==> src/rtl/alu_muldiv.sv <==
// Iterative RV32M multiply/divide unit: radix-2 shift-add multiply, restoring divide.
// Define MULDIV_DIV_EN to build the divider; without it, ops 4-7 return or_illegal.
module alu_muldiv #(
   parameter int XLEN = 32,
   parameter int TAGW = 5
) (
   input  logic            i_clk,
   input  logic            i_rst_n,
   input  logic            i_valid,
   output logic            o_ready,
   input  logic [2:0]      i_md_op,
   input  logic [XLEN-1:0] i_data_1,
   input  logic [XLEN-1:0] i_data_2,
   input  logic [TAGW-1:0] i_rd_addr,
   input  logic            i_flush,
   output logic            o_valid,
   input  logic            i_ready,
   output logic [XLEN-1:0] or_result,
   output logic [TAGW-1:0] or_rd_addr,
   output logic            or_illegal
);
   localparam int CW = $clog2(XLEN + 1);

   typedef enum logic [1:0] {IDLE, CALC, DONE} state_t;
   state_t state, state_nxt;

   logic [CW-1:0]     cnt;
   logic [2:0]        op;
   logic [TAGW-1:0]   tag;
   logic [2*XLEN-1:0] acc, mcand, acc_nxt, addend;
   logic [XLEN-1:0]   mplier;
   logic              b_signed, last, accept, special, spec_ill;
   logic [XLEN-1:0]   spec_res, fin_res, quo_fin, rem_fin;

`ifdef MULDIV_DIV_EN
   logic [XLEN-1:0] rem, quo, dvs, rem_nxt, quo_nxt, a_mag, b_mag;
   logic [XLEN:0]   rem_sh, diff;
   logic            neg_q, neg_r, sgn_div, a_neg, b_neg, div0, ovf;

   always_comb begin
      sgn_div  = ~i_md_op[0];
      a_neg    = sgn_div & i_data_1[XLEN-1];
      b_neg    = sgn_div & i_data_2[XLEN-1];
      a_mag    = a_neg ? -i_data_1 : i_data_1;
      b_mag    = b_neg ? -i_data_2 : i_data_2;
      div0     = (i_data_2 == '0);
      ovf      = sgn_div && (i_data_1 == {1'b1, {(XLEN-1){1'b0}}}) && (i_data_2 == '1);
      special  = i_md_op[2] & (div0 | ovf);
      spec_ill = 1'b0;
      if (div0) spec_res = i_md_op[1] ? i_data_1 : '1;
      else      spec_res = i_md_op[1] ? '0 : i_data_1;
      // diff is never below -dvs, so its top bit is a reliable borrow
      rem_sh   = {rem, quo[XLEN-1]};
      diff     = rem_sh - {1'b0, dvs};
      rem_nxt  = diff[XLEN] ? rem_sh[XLEN-1:0] : diff[XLEN-1:0];
      quo_nxt  = {quo[XLEN-2:0], ~diff[XLEN]};
      quo_fin  = neg_q ? -quo_nxt : quo_nxt;
      rem_fin  = neg_r ? -rem_nxt : rem_nxt;
   end

   always_ff @(posedge i_clk) begin
      if (accept) begin
         rem   <= '0;
         quo   <= a_mag;
         dvs   <= b_mag;
         neg_q <= a_neg ^ b_neg;
         neg_r <= a_neg;
      end else if (state == CALC) begin
         rem <= rem_nxt;
         quo <= quo_nxt;
      end
   end
`else
   always_comb begin
      special  = i_md_op[2];
      spec_ill = 1'b1;
      spec_res = '0;
      quo_fin  = '0;
      rem_fin  = '0;
   end
`endif

   // Signed multiplier: the top bit carries negative weight, so subtract on the last step
   always_comb begin
      last    = (cnt == CW'(XLEN - 1));
      addend  = mplier[0] ? mcand : '0;
      acc_nxt = (last && b_signed) ? acc - addend : acc + addend;
      case (op)
         3'd0:          fin_res = acc_nxt[XLEN-1:0];
         3'd1, 3'd2, 3'd3: fin_res = acc_nxt[2*XLEN-1:XLEN];
         3'd4, 3'd5:    fin_res = quo_fin;
         default:       fin_res = rem_fin;
      endcase
   end

   always_comb begin
      state_nxt = state;
      accept    = 1'b0;
      case (state)
         IDLE: if (i_valid) begin
            accept    = 1'b1;
            state_nxt = special ? DONE : CALC;
         end
         CALC: if (last) state_nxt = DONE;
         DONE: if (i_ready) state_nxt = IDLE;
         default: state_nxt = IDLE;
      endcase
      if (i_flush) begin
         accept    = 1'b0;
         state_nxt = IDLE;
      end
   end

   assign o_ready = (state == IDLE);

   always_ff @(posedge i_clk) begin
      if (!i_rst_n) begin
         state      <= IDLE;
         cnt        <= '0;
         o_valid    <= 1'b0;
         or_result  <= '0;
         or_rd_addr <= '0;
         or_illegal <= 1'b0;
      end else begin
         state   <= state_nxt;
         o_valid <= (state_nxt == DONE);
         if (accept)             cnt <= '0;
         else if (state == CALC) cnt <= cnt + 1'b1;
         if (accept && special) begin
            or_result  <= spec_res;
            or_rd_addr <= i_rd_addr;
            or_illegal <= spec_ill;
         end else if (state == CALC && last && !i_flush) begin
            or_result  <= fin_res;
            or_rd_addr <= tag;
            or_illegal <= 1'b0;
         end
      end
   end

   always_ff @(posedge i_clk) begin
      if (accept) begin
         op       <= i_md_op;
         tag      <= i_rd_addr;
         acc      <= '0;
         mcand    <= {{XLEN{(i_md_op == 3'd1 || i_md_op == 3'd2) & i_data_1[XLEN-1]}}, i_data_1};
         mplier   <= i_data_2;
         b_signed <= (i_md_op == 3'd1);
      end else if (state == CALC) begin
         acc    <= acc_nxt;
         mcand  <= mcand << 1;
         mplier <= mplier >> 1;
      end
   end
endmodule
==> config.mk <==
export PLATFORM = sky130hd
export DESIGN_NAME = alu_muldiv
export DESIGN_NICKNAME = d
export VERILOG_FILES = /design/src/rtl/alu_muldiv.sv
export SDC_FILE = /design/constraint.sdc
export NUM_CORES = 1
export LEC_CHECK = 0
export CELL_PAD_IN_SITES_DETAIL_PLACEMENT = 1
export CELL_PAD_IN_SITES_GLOBAL_PLACEMENT = 1
export CORE_ASPECT_RATIO = 1.1
export CORE_MARGIN = 2
export CORE_UTILIZATION = 40
export DETAILED_ROUTE_END_ITERATION = 12
export GPL_ROUTABILITY_DRIVEN = 0
export HOLD_SLACK_MARGIN = 0.02
export PLACE_DENSITY = 0.83
export SKIP_LAST_GASP = 1
export SYNTH_ARGS = -nofsm -noshare
export SYNTH_HDL_FRONTEND = slang
export SYNTH_SLANG_ARGS = --single-unit
==> constraint.sdc <==
create_clock -name i_clk -period 7.9 [get_ports i_clk]
set_input_delay 1.58 -clock i_clk [delete_from_list [all_inputs] [get_ports i_clk]]
set_output_delay 1.58 -clock i_clk [all_outputs]
set_load 0.02 [all_outputs]
==> metrics.yaml, run 1 <==
grt_pass1_vias: 13494
worstMarginPinSlew_ns: 1.194
leakage_nw: 6.648
remaining_drc_errors: 0
synthArstFlopShare_pct: 0
ant_nets: 0
io_pins: 117
wl_per_cell_um: 21.54
avgSynthCellArea_um2: 8.113
dp_hpwl_um: 35540
die_h_um: 199.5
cts-resized-gates: 0
fp.dieW_um: 181.7
outcome: "finished clean"
setup_tns_ns: 0
setup_viol_count_final: 0
wl_met3_um: 2901
synth.distinct_cells: 71
path_class: "reg2reg"
cpMaxStageDelayCell: "edfxtp_1"
finalHoldViolations: 0
maxCapViolations: 0
startpoint_type: "flop"
required_ns: 8.28
cp_max_fo: 29
hold_class: "reg2reg"
first_iter_violations: 1043
grt.overflow.total: 0
insertion_delay_ns: 0.56
fillers: 4043
r2r_end: "or_result[20]$_SDFFE_PP0P_"
r2r_cells: 17
routed.top_layer: "met4"
r2r_slack_ns: 1.63
m1WireLength_um: 21340
synthCells: 1713
hold_depth: 2
cts.sinks: 216
grt_pass1_wl_um: 75000
vdd_ir_drop_max_uv: 144.2
clkTransAtPathRegs_ns: 0.06
final_nets: 1918
holdBufCountCts: 0
ys_seq_area_share_pct: 38.68
fin_crit_sh_pct: 79.38
power-per-cell-area_nw_per_um2: 235.6
crit_chain: "nand2_1 > ha_1 > and2_1 > a21oi_1 > or2_2 > nand3_1 > ha_1 > a21o_1 > a21oi_1 > nand2_1 > a221oi_1 > a211oi_1 > nor2_1 > o22ai_1 > a211oi_1 > xor2_1 > o221ai_1"
portBuffers: 116
area_growth_syn_to_layout_pct: 17.21
crit_arrival_ns: 6.65
cts_tree: "yes"
antenna_found_initial: 1
wl_met2_um: 21680
hp-start: "or_illegal$_SDFFE_PN0P_"
numCtsBuffers: 26
synth_ff_type: "dfxtp_1"
slowest_delay_ns: 0.94
vias_per_cell: 6.009
synth_edf_count: 105
rsz0062_at_grt: "no"
path_buf_inv: 0
dr.pass1.iters: 5
relSlewSlack_pct: 20.43
wl_um: 48130
yosysWarnings: 0
cts_setup_buffers: 0
htree_levels: 1
rows: 71
synth-seq-cells: 216
min_to: "or_illegal$_SDFFE_PN0P_"
cp_top_family: "compound AO/OA/AOI/OAI gates"
max_freq_mhz: 159.5
grt_max_degree: 101
place_area_um2: 15360
synth.cell_area_um2: 13900
fin_area_um2: 16290
die-area_um2: 36250
coreArea_um2: 34200
root_buffer: "clkbuf_16"
layout-drive-gt1-share_pct: 4.791
slew_violations: 0
r2r_start: "mplier[0]$_DFFE_PP_"
initial_core_util_pct: 40.63
skew_ns: 0.01966
grt_usage_pct: 26.25
vias: 13423
synth.net_count: 1856
period_minus_slack_ns: 6.271
cts_buffer_depth: 3
crit_path_end_kind: "flop"
[area by class of cell]
cell class / instances / area, µm² / share of cell area [%]
Antenna cell: 1 / 2.502 / 0.01536
Sequential cell: 216 / 5375 / 33.00
Tap cell: 438 / 548.0 / 3.365
Inverter: 27 / 102.6 / 0.6299
Multi-Input combinational cell: 1375 / 8077 / 49.59
Timing Repair Buffer: 129 / 1259 / 7.728
Clock buffer: 36 / 772.0 / 4.740
Clock inverter: 12 / 152.6 / 0.9372
[synthesized netlist by cell type, types with 6 or more instances]
cell      count  area (µm²)
a211oi_1     10       75.07
a21boi_0      8       60.06
a21o_1       42       315.3
a21oi_1     109       545.5
a22o_1       36       315.3
a22oi_1      11       82.58
a311oi_1      8       70.07
a31oi_1      11       68.82
and2_1       12       75.07
and3_1       17       106.4
buf_1         6       22.52
clkbuf_1     88       330.3
dfxtp_1     111        2222
edfxtp_1    105        3153
ha_1         65       813.3
inv_1        26       97.59
mux2_2        7       78.83
nand2_1     445        1670
nand2b_1     15       93.84
nand3_1      43       215.2
nand4_1      25       156.4
nor2_1       98       367.9
nor2b_1       8       50.05
nor3_1       24       120.1
nor4_1        8       50.05
o211ai_1     14       105.1
o21a_1       10       75.07
o21ai_0     115       575.6
o21bai_1      7       52.55
o221ai_1      9       78.83
o22ai_1       6       37.54
o31ai_1      16       120.1
o41ai_1       6       52.55
or2_2         7       43.79
or3_1        20       125.1
or4_1         6       45.04
xnor2_1      55       481.7
xor2_1       42       367.9
[power by group]
group / total, mW / internal (mW) / switching (mW)
logic: 1.17 / 0.400 / 0.771
registers: 1.37 / 1.29 / 0.0842
clock network: 1.29 / 0.782 / 0.509
total: 3.84 / 2.47 / 1.36
[routing by layer]
metal	track usage, %	vias up
li1	-	6290
met1	34.52	6582
met2	42.90	454
met3	3.572	97
met4	12.32	0
met5	0	-
[cells in the final DEF (no fill, tap or decap), types with 6 or more instances in the layout]
master / count
clkbuf_16: 28
o41ai_1: 6
inv_1: 25
xnor2_1: 55
o21bai_1: 7
o21ai_0: 115
a211oi_1: 10
o22ai_1: 6
xor2_1: 42
nor4_1: 8
nor2_1: 96
o211ai_1: 14
o221ai_1: 9
a21o_1: 42
nand2_1: 445
nor2b_1: 7
and3_1: 17
or3_1: 20
nand3_1: 43
a31oi_1: 11
or2_2: 7
ha_1: 65
dfxtp_1: 111
a21oi_1: 109
edfxtp_1: 105
nand4_1: 25
buf_4: 13
mux2_2: 7
nor3_1: 24
or4_1: 6
clkdlybuf4s50_1: 116
o21a_1: 10
o31ai_1: 16
a311oi_1: 8
and2_1: 12
a22oi_1: 11
a22o_1: 36
nand2b_1: 14
a21boi_0: 8
[state kept, by name, summed over array words and instances (netlist names)]
name / flops
tag: 5
op: 3
o_valid: 1
state: 2
or_illegal: 1
mcand: 64
cnt: 6
mplier: 32
or_rd_addr: 5
b_signed: 1
acc: 64
or_result: 32
[worst register-to-register path: stages (launching register included)]
cell,delay [ns]
edfxtp_1,0.94
nand2_1,0.21
ha_1,0.34
and2_1,0.22
a21oi_1,0.54
or2_2,0.47
nand3_1,0.14
ha_1,0.38
a21o_1,0.20
a21oi_1,0.19
nand2_1,0.14
a221oi_1,0.65
a211oi_1,0.23
nor2_1,0.38
o22ai_1,0.27
a211oi_1,0.42
xor2_1,0.24
o221ai_1,0.17
[how the worst max path moves through the flow]
stage / slack (ns) / end / from / cells after the start
floorplan: 2.05 / or_result[25]$_SDFFE_PP0P_ / mplier[0]$_DFFE_PP_ / 24
finish: 1.63 / or_result[20]$_SDFFE_PP0P_ / mplier[0]$_DFFE_PP_ / 17
detailed placement: 1.82 / or_result[20]$_SDFFE_PP0P_ / mplier[0]$_DFFE_PP_ / 17
CTS: 1.72 / or_result[20]$_SDFFE_PP0P_ / mplier[0]$_DFFE_PP_ / 17
global route: 1.22 / or_result[20]$_SDFFE_PP0P_ / mplier[0]$_DFFE_PP_ / 17
global placement: 2.06 / or_result[20]$_SDFFE_PP0P_ / mcand[4]$_DFFE_PP_ / 18
[per-stage QoR]
step	cells	total power, mW	hold slack, ns	setup slack, ns	util [%]
2_1_floorplan	1713	2.124	0.4315	2.050	-
3_3_place_gp	2185	2.489	0.4430	2.055	44.91
3_5_place_dp	2185	2.524	0.4568	1.818	44.91
4_1_cts	2233	3.830	0.4697	1.717	47.62
5_1_grt	2233	3.995	0.4960	1.218	47.62
6_report	2234	3.837	0.4649	1.629	47.62
[kinds of logic after synthesis]
logic type               count (synthesis)  share of synthesized area, %
AND/OR/NAND/NOR                        743                         23.44
multiplexers                             9                        0.7113
AO/OA/AOI/OAI                          460                         21.72
XOR/XNOR                                97                         6.113
buffers and inverters                  122                         3.349
adder cells (fa/ha/maj)                 66                         5.996
flip-flops                             216                         38.68
Note: power is estimated with default switching activity, not from simulation.
==> run 2: changes to the inputs <==
--- a/config.mk
+++ b/config.mk
@@ -13,7 +13,7 @@
 export DETAILED_ROUTE_END_ITERATION = 12
 export GPL_ROUTABILITY_DRIVEN = 0
 export HOLD_SLACK_MARGIN = 0.02
-export PLACE_DENSITY = 0.83
+export PLACE_DENSITY = 0.86
 export SKIP_LAST_GASP = 1
 export SYNTH_ARGS = -nofsm -noshare
 export SYNTH_HDL_FRONTEND = slang
==> constraint.sdc (replaced) <==
create_clock -name i_clk -period 5.39 [get_ports i_clk]
set_input_delay 1.078 -clock i_clk [delete_from_list [all_inputs] [get_ports i_clk]]
set_output_delay 1.078 -clock i_clk [all_outputs]
set_load 0.02 [all_outputs]
==> metrics.yaml, run 2 (synthesis results as in run 1) <==
ant_nets: 0  # unchanged
coreArea_um2: 34200  # unchanged
dp_hpwl_um: 36480  # +2.6%
final_common_cell: "nand2_1"
grt_max_degree: 77  # -24%
startpoint_type: "flop"
power-per-cell-area_nw_per_um2: 339.6  # +44%
finalHoldViolations: 0  # unchanged
leakage_nw: 6.938  # +4.4%
cts_tree: "yes"
grt_pass1_vias: 13964  # +3.5%
initial_core_util_pct: 40.63  # unchanged
final_nets: 1974  # +2.9%
grt.overflow.total: 0  # unchanged
grt_use_met2_pct: 44.23  # +1.3 points
insertion_delay_ns: 0.54  # -0.02 ns
sw_frac_of_total_pct: 35.45  # -0.11 points
required_ns: 5.81  # -2.47 ns
numCtsBuffers: 25  # -3.8%
area_growth_syn_to_layout_pct: 21.44
power.switching_mw: 2.032  # +49%
cp_max_fo: 8  # -72%
hold_class: "reg2reg"
outcome: "finished clean"
die-area_um2: 36250  # unchanged
cts_buffer_depth: 3  # unchanged
path_class: "reg2reg"
htree_levels: 1  # unchanged
setup_viol_count_final: 0  # unchanged
first_iter_violations: 1056  # +1.2%
seqPwrFrac_pct: 35.0  # -0.8 points
relSlewSlack_pct: 37.63  # +17 points
top_regs: "acc (64), mcand (64)"
power_mw: 5.732  # +49%
antenna_cells: 0  # -1
portBuffers: 116  # unchanged
io_pins: 117  # unchanged
worstMarginPinSlew_ns: 0.9355  # -0.2581 ns
holdBufCountCts: 0  # unchanged
antenna_found_initial: 0  # -1
layout-drive-gt1-share_pct: 9.248  # +4.5 points
period_minus_slack_ns: 5.213  # -1.058 ns
fin_crit_sh_pct: 96.72  # +17 points
die_h_um: 199.5  # unchanged
p_clk_share_pct: 32.5  # -1.2 points
dr.pass1.iters: 5  # unchanged
wl_um: 49030  # +1.9%
fp.dieW_um: 181.7  # unchanged
vdd_ir_drop_max_uv: 222.8  # +54%
cts.sinks: 216  # unchanged
setup_tns_ns: 0  # unchanged
grt_pass1_wl_um: 76860  # +2.5%
vias: 13772  # +2.6%
slew_violations: 0  # unchanged
top_usage_layer: "met2"
crit_path_end_kind: "flop"
rsz0062_at_grt: "yes"
vias_per_cell: 6.022  # +0.22%
skew_ns: 0.01314  # -0.006515 ns
combPwrFrac_pct: 32.4  # +1.9 points
max_freq_mhz: 191.8  # +20%
clkTransAtPathRegs_ns: 0.06  # about the same
crit_arrival_ns: 5.64  # -1.01 ns
rows: 71  # unchanged
remaining_drc_errors: 0  # unchanged
grt_usage_pct: 26.48  # +0.23 points
wl_per_cell_um: 21.44  # -0.49%
root_buffer: "clkbuf_16"
place_area_um2: 15800  # +2.9%
layout_common_cells: "nand2_1 (445), clkdlybuf4s50_1 (116), dfxtp_1 (111)"
met1_usage_pct: 34.96  # +0.44 points
p_int_mw: 3.700  # +50%
maxCapViolations: 0  # unchanged
grtUsageMet3_pct: 3.517  # -0.055 points
fin_area_um2: 16880  # +3.6%
run 2: changes by cell type in the layout (fill, tap and decap cells not counted), moves of 4 or more:
| cell | previous run | this run |
|---|---|---|
| buf_4 | 13 | 69 |
| a21oi_1 | 109 | 101 |
| o21ai_0 | 115 | 107 |
| a21oi_2 | 0 | 6 |
| a211oi_1 | 10 | 5 |
| a211oi_2 | 0 | 5 |
| ha_1 | 65 | 60 |
| o21ai_1 | 1 | 6 |
| clkbuf_8 | 4 | 0 |
run 2: what timing repair did:
| item | in CTS | in global routing |
|---|---|---|
| setup buffers | 0 | 1 |
| endpoints found under the setup margin | 16 | 59 |
| gates resized for setup | 5 | 39 |
| pin swaps | 0 | 5 |
run 2: worst paths after layout:
check             slack, ns                       to  cells past startpoint                     from
hold reg to reg        0.46  or_illegal$_SDFFE_PN0P_                      2  or_illegal$_SDFFE_PN0P_
setup reg to reg       0.18     acc[58]$_SDFFE_PP0P_                     20      mcand[14]$_DFFE_PP_
hold / removal         0.46  or_illegal$_SDFFE_PN0P_                      2  or_illegal$_SDFFE_PN0P_
setup / recovery       0.18     acc[58]$_SDFFE_PP0P_                     20      mcand[14]$_DFFE_PP_
run 2: power groups by stage:
| stage | Clock [mW] | Sequential [mW] | Combinational, mW |
|---|---|---|---|
| floorplan | 0 | 2.00 | 1.11 |
| global placement | 0 | 2.03 | 1.70 |
| detailed placement | 0 | 2.03 | 1.76 |
| CTS | 1.89 | 2.00 | 1.78 |
| global route | 1.96 | 2.02 | 1.99 |
| finish | 1.87 | 2.01 | 1.86 |
run 2: stage by stage:
step / worst slack, ns / hold WS [ns] / instances / utilization [%]
after floorplan: 0.06137 / 0.4315 / 1713 / -
after global placement: 0.06757 / 0.4400 / 2241 / 46.20
after detailed placement: -0.06609 / 0.4583 / 2241 / 46.20
after CTS: 0.009930 / 0.4704 / 2286 / 48.82
after global routing: -0.03209 / 0.5002 / 2287 / 49.34
final: 0.1768 / 0.4645 / 2287 / 49.34
run 2: per-layer routing:
layer / vias to the layer above / routed length (µm)
li1: 6382 / -
met1: 6800 / 21430
met2: 488 / 22750
met3: 102 / 2931
met4: 0 / 1914
met5: - / 0
run 2: cell type report:
cell class                      instances  area (µm²)
Timing Repair Buffer                  186        1699
Multi-Input combinational cell       1375        8270
Clock inverter                         19       251.5
Clock buffer                           26       629.4
Inverter                               27       102.6
Sequential cell                       216        5375
Tap cell                              438       548.0
Fill cell                            4093       17330
run 2: critical path, stage by stage (launching register included):
cell,delay (ns)
edfxtp_1,0.38
or3_1,0.40
or3_4,0.37
or4_4,0.50
o31a_1,0.38
o21ai_0,0.25
buf_4,0.17
a21oi_1,0.04
a21oi_1,0.34
ha_1,0.40
a21oi_2,0.21
o21ai_1,0.15
a211oi_2,0.29
o2111a_1,0.20
a21oi_1,0.04
a21oi_1,0.19
nand2_1,0.14
a31oi_1,0.22
xnor2_1,0.13
buf_4,0.15
a22o_1,0.17
==> run 3: changes to the inputs <==
--- a/config.mk
+++ b/config.mk
@@ -13,7 +13,7 @@
 export DETAILED_ROUTE_END_ITERATION = 12
 export GPL_ROUTABILITY_DRIVEN = 0
 export HOLD_SLACK_MARGIN = 0.02
-export PLACE_DENSITY = 0.86
+export PLACE_DENSITY = 0.83
 export SKIP_LAST_GASP = 1
 export SYNTH_ARGS = -nofsm -noshare
 export SYNTH_HDL_FRONTEND = slang
==> constraint.sdc (replaced) <==
create_clock -name i_clk -period 5.6 [get_ports i_clk]
set_input_delay 1.12 -clock i_clk [delete_from_list [all_inputs] [get_ports i_clk]]
set_output_delay 1.12 -clock i_clk [all_outputs]
set_load 0.02 [all_outputs]
==> metrics.yaml, run 3 (synthesis results as in run 1) <==
fillers: 4100  # +0.17%
dr.pass1.iters: 5  # unchanged
finalHoldViolations: 0  # unchanged
numCtsBuffers: 24  # -4.0%
die-area_um2: 36250  # unchanged
place_area_um2: 15570  # -1.5%
htree_levels: 1  # unchanged
hp-start: "acc[35]$_SDFFE_PP0P_"
final_util_pct: 47.97  # -1.4 points
startpoint_type: "flop"
r2r_slack_ns: 0.16  # about the same
path_class: "reg2reg"
ant_nets: 0  # unchanged
power-per-cell-area_nw_per_um2: 315.5  # -7.1%
dp.cells: 2211  # -1.3%
die_h_um: 199.5  # unchanged
root_buffer: "clkbuf_16"
clkTransAtPathRegs_ns: 0.06  # about the same
fin_cells: 2253  # -1.5%
leakage_nw: 6.691  # -3.6%
layout-drive-gt1-share_pct: 6.612  # -2.6 points
remaining_drc_errors: 0  # unchanged
period_minus_slack_ns: 5.436  # +0.2225 ns
rows: 71  # unchanged
skew_ns: 0.01466  # +0.001517 ns
hold_class: "reg2reg"
required_ns: 6.06  # +0.25 ns
fin_area_um2: 16410  # -2.8%
power_mw: 5.176  # -9.7%
relSlewSlack_pct: 30.91  # -6.7 points
antenna_found_initial: 2  # +2
max_freq_mhz: 184.0  # -4.1%
vias_per_cell: 5.951  # -1.2%
setup_ws_ns: 0.1644  # -0.01246 ns
grt_usage_pct: 25.99  # -0.49 points
grt.overflow.total: 0  # unchanged
wl_per_cell_um: 21.20  # -1.1%
first_iter_violations: 998  # -5.5%
grt_max_degree: 101  # +31%
r2r_start: "mcand[25]$_DFFE_PP_"
cts_buffer_depth: 3  # unchanged
dp_hpwl_um: 36020  # -1.2%
r2r_cells: 19  # -5.0%
cp_max_fo: 8  # unchanged
area_growth_syn_to_layout_pct: 18.06
layout_common_cells: "nand2_1 (445), clkdlybuf4s50_1 (116), o21ai_0 (111), dfxtp_1 (111), a21oi_1 (106)"
setup_viol_count_final: 0  # unchanged
top_regs: "acc (64), mcand (64)"
final_nets: 1942  # -1.6%
place_ws_ns: -0.1575  # -0.09138 ns
portBuffers: 116  # unchanged
multi_input_area_um2: 8190  # -0.97%
grt_pass1_wl_um: 74620  # -2.9%
final_common_cell: "nand2_1"
rsz0062_at_grt: "no"
io_pins: 117  # unchanged
cts.sinks: 216  # unchanged
maxCapViolations: 0  # unchanged
coreArea_um2: 34200  # unchanged
crit_path_start: "mcand[25]$_DFFE_PP_"
initial_core_util_pct: 40.63  # unchanged
crit_path_end_kind: "flop"
fin_crit_sh_pct: 97.06  # +0.35 points
vias: 13408  # -2.6%
seqCellArea_um2: 5375  # unchanged
outcome: "finished clean"
cts_tree: "yes"
grt_pass1_vias: 13452  # -3.7%
insertion_delay_ns: 0.55  # about the same
wl_um: 47760  # -2.6%
vdd_ir_drop_max_uv: 192.9  # -13%
r2r_end: "acc[62]$_SDFFE_PP0P_"
cts_setup_buffers: 0  # unchanged
antenna_cells: 0  # unchanged
crit_arrival_ns: 5.90  # +0.26 ns
fp.dieW_um: 181.7  # unchanged
worstMarginPinSlew_ns: 1.036  # +0.1009 ns
slew_violations: 0  # unchanged
critical_path.endpoint: "acc[62]$_SDFFE_PP0P_"
run 3: layout make-up:
class	instances	area share, %
clock inverter	10	0.4423
timing repair buffer	155	8.938
multi-input combinational	1375	49.92
tap	438	3.340
sequential	216	32.76
inverter	27	0.6253
clock buffer	32	3.973
run 3: power by group:
group / switching, mW / internal (mW)
logic: 1.11 / 0.602
registers: 0.116 / 1.82
clock network: 0.676 / 0.858
run 3: through the flow:
step,hold WS (ns),setup TNS [ns]
after floorplan,0.4315,0
after global placement,0.4440,0
after detailed placement,0.4584,-0.1789
after CTS,0.4755,0
after global routing,0.5006,0
final,0.4680,0
run 3: critical path, cell delays in order, from the launching register on:
cell      delay (ns)
edfxtp_1        0.40
or4_4           0.57
or3_1           0.41
or2_2           0.34
o21ai_0         0.21
nand4_1         0.26
or3_1           0.46
nand4_1         0.11
nand3_1         0.21
ha_1            0.52
and2_1          0.20
nand3_1         0.11
inv_1           0.09
and4_1          0.20
inv_1           0.05
or3_1           0.40
a21o_1          0.21
a21o_1          0.17
o221a_2         0.27
o21ai_0         0.15
run 3: repair_timing:
item | 4_1_cts | 5_1_grt
hold buffers | 0 | 0
pin swaps | 0 | 1
gates resized for setup | 2 | 23
endpoints found under the setup margin | 4 | 48
run 3: worst min path at each step:
| stage | end | slack (ns) | cells after the start |
|---|---|---|---|
| detailed placement | acc[35]$_SDFFE_PP0P_ | 0.46 | 2 |
| global route | acc[3]$_SDFFE_PP0P_ | 0.50 | 2 |
| CTS | acc[3]$_SDFFE_PP0P_ | 0.48 | 2 |
| finish | acc[35]$_SDFFE_PP0P_ | 0.47 | 2 |
| global placement | acc[62]$_SDFFE_PP0P_ | 0.44 | 2 |
| floorplan | acc[20]$_SDFFE_PP0P_ | 0.43 | 2 |
run 3: routing by layer:
| layer | wire length (µm) | track usage, % | share of wire, % |
|---|---|---|---|
| met5 | 0 | 0 | 0 |
| met4 | 2298 | 12.35 | 4.8 |
| met3 | 2944 | 3.645 | 6.2 |
| met2 | 21180 | 41.15 | 44 |
| met1 | 21340 | 35.14 | 45 |
==> patch 1, RTL diff (config.mk and constraints of run 1) <==
The parameter `TAGW` goes from 5 to 10.
--- a/src/rtl/alu_muldiv.sv
+++ b/src/rtl/alu_muldiv.sv
@@ -4,3 +4,3 @@
    parameter int XLEN = 32,
-   parameter int TAGW = 5
+   parameter int TAGW = 10
 ) (
Interface: changed (resized i_rd_addr and or_rd_addr); port bits go from 117 to 127. No check against the original RTL was run, so the function may have changed too.
==> patch 1 against run 1 <==
Cell count rose by 4.4%. Routed wire length rose by 4.1%. Sequential cell count rose by 10. Die area rose by 3.2%. Worst setup slack got worse by 0.22 ns. Power fell by 2.7%. Final area rose by 3.6%. Area after synthesis rose by 3.3%. Critical path type unchanged. Critical endpoint is now acc[60]$_SDFFE_PP0P_. Largest power group unchanged. Highest routed layer is now met5.
==> patch 1: results <==
[route]
wl_met3_mm = 3.45
viasPerCell = 5.93
drt-met1-wl_mm = 21.8
highest_layer = met5
routed_wl_mm = 50.1
firstDrtPassIters = 7

[critical_path]
crit_slowest_cell = nor4_1
crit_start = mcand[12]$_DFFE_PP_
worstPathMaxFanout = 16
cp-endpoint = acc[60]$_SDFFE_PP0P_

[global_routing]
grt_pass1_wl_mm = 78.3
use_met1_pct = 34.8
antenna_found_initial = 3
track_usage_pct = 26.6

[place]
placedCellCount = 2278
port_buffers = 126
dpl-instance-area_sq_mm = 0.0160
dp_hpwl_mm = 37.3

[pwr]
ir_worst_vdd_uv = 168
intPower_uw = 2440

[synthesis]
ys_types = 65
ys_seq_area_share_pct = 39.2
synth.net_count = 1913
synth_area_leaders = edfxtp_1, dfxtp_1, nand2_1

[outcome]
status = complete, no violations

[worst_hold_path]
worstHoldEndpoint = or_result[9]$_SDFFE_PP0P_

[timing]
holdWs_ns = 0.456
clock_skew_ns = 0.0185
## patch 1: cell types whose count changed after synthesis, moves of 7 or more
cell | run 1 | this run
a21o_1 | 42 | 31
a21oi_1 | 109 | 121
a22o_1 | 36 | 21
a311oi_1 | 8 | 1
clkbuf_1 | 88 | 100
mux2i_1 | 2 | 15
nand4_1 | 25 | 34
nor2_1 | 98 | 89
nor4_1 | 8 | 17
o211a_1 | 0 | 10
o21bai_1 | 7 | 18
o31ai_1 | 16 | 6
xnor2_1 | 55 | 47
xor2_1 | 42 | 61
## patch 1: layout make-up
cell class | instances | area (sq um)
multi-input cells | 1400 | 8230
repair buffers | 143 | 1400
diodes | 2 | 5.00
clock buffers | 40 | 796
inverters | 28 | 106
well taps | 481 | 602
clock inverters | 12 | 110
fillers | 4214 | 18400
flip-flops and latches | 226 | 5630
==> patch 2, RTL diff (flow settings as in run 1) <==
Without the edit above. The 3 states of `state_t` get a one-hot encoding in 3 bits.
--- a/src/rtl/alu_muldiv.sv
+++ b/src/rtl/alu_muldiv.sv
@@ -23,3 +23,3 @@
 
-   typedef enum logic [1:0] {IDLE, CALC, DONE} state_t;
+   typedef enum logic [2:0] {IDLE = 3'b001, CALC = 3'b010, DONE = 3'b100} state_t;
    state_t state, state_nxt;
Formal check against the unedited RTL: same outputs for any inputs over 10 cycles, from zero or initial values and one cycle with i_rst_n low; not proved beyond that.
==> patch 2 against run 1 <==
Worst setup slack improved by 0.13 ns. Via count increased by 0.52%. Final area is 0.60% higher. Critical path depth grew 4. Sequential cell count up 1. Routed wire length rose by 1.8%. Core utilization is 0.75 points lower. Die area increased by 1.2%. Area after synthesis increased by 1.2%. Global-route usage up 0.11 points. Highest routed layer unchanged.
Power is not compared: it rests on default switching activity, and its combinational part moved more than twofold at a synthesized area within 25%.
==> patch 2: results <==
[worst_hold_path]
min-delay-start = acc[56]$_SDFFE_PP0P_

[synthesis]
synth_xor_area_share_pct = 6.78
synth_area_leaders = edfxtp_1, dfxtp_1, nand2_1
synthAdderAreaFrac_pct = 5.93
synth_compound_area_share_pct = 23.4
syn_avg_cell_area_sq_um = 8.33

[global_routing]
use_met1_pct = 32.5
track_usage_pct = 26.4
use_met2_pct = 45.1
antenna_found_initial = 0
grt_pass1_vias = 13800
grt_max_degree = 80

[final_layout]
antenna_cells = 0
finalNetCount = 1893
drive_above_1_share_pct = 4.24
nFillCells = 4103

[place]
placedCellCount = 2166
dp_hpwl_mm = 36.5

[route]
vias = 13500
wl_per_cell_um = 22.1
drt_iter0_markers = 1151

[critical_path]
worstPathMaxFanout = 48
rrSetupSlack_ns = 1.76
worstPathArrival_ns = 6.57
reg2regPathDepth = 21

[timing]
fin_crit_sh_pct = 77.7
worstMarginPinSlew_ns = 1.05
clock_skew_ns = 0.0193

[outcome]
status = complete, no violations
[patch 2: cell types whose count changed after synthesis, sizes merged, moves of 7 or more]
cell and change:
nand2 -90, a21o +30, o21ai -12, a22o +10
or3 -10, xnor2 +8, a221oi +7, nand3 +7
nor4 +7
[patch 2: cell families (layout without fill, tap and decap cells)]
group / after synthesis / count (layout)
AND/OR/NAND/NOR: 675 / 675
AO/OA/AOI/OAI: 489 / 489
buffers and inverters: 125 / 207
flip-flops: 217 / 217
adder cells (fa/ha/maj): 66 / 66
XOR/XNOR: 108 / 108
multiplexers: 8 / 8
[patch 2: layout make-up]
cell class,instances,share of cell area (%)
clock buffer,43,4.88
tap,444,3.39
inverter,30,0.695
timing repair buffer,129,7.68
clock inverter,5,0.214
sequential,217,32.9
multi-input combinational,1346,50.2
[patch 2: worst max-delay path: stages (launching register included)]
cell and delay, ns:
edfxtp_1 0.35, buf_4 0.29, inv_1 0.40, o21ai_0 0.19, nor3b_2 0.41, nand2_1 0.27
a21o_1 0.24, a21oi_1 0.38, a31oi_1 0.18, xor2_1 0.17, nand2_1 0.11, ha_1 0.42
nand4_1 0.14, or4_1 0.60, nor3_1 0.23, o211ai_1 0.14, and4b_1 0.26, o31ai_2 0.40
a31oi_1 0.26, xnor2_1 0.20, a221oi_1 0.31, nor3_1 0.07
[patch 2: through the flow]
step / hold WS (ns) / area (sq um) / power [uW]
floorplan: 0.430 / 14100 / 1540
global placement: 0.436 / 15600 / 1690
detailed placement: 0.450 / 15600 / 1710
CTS: 0.459 / 16400 / 2880
global route: 0.492 / 16400 / 2960
finish: 0.454 / 16400 / 2870
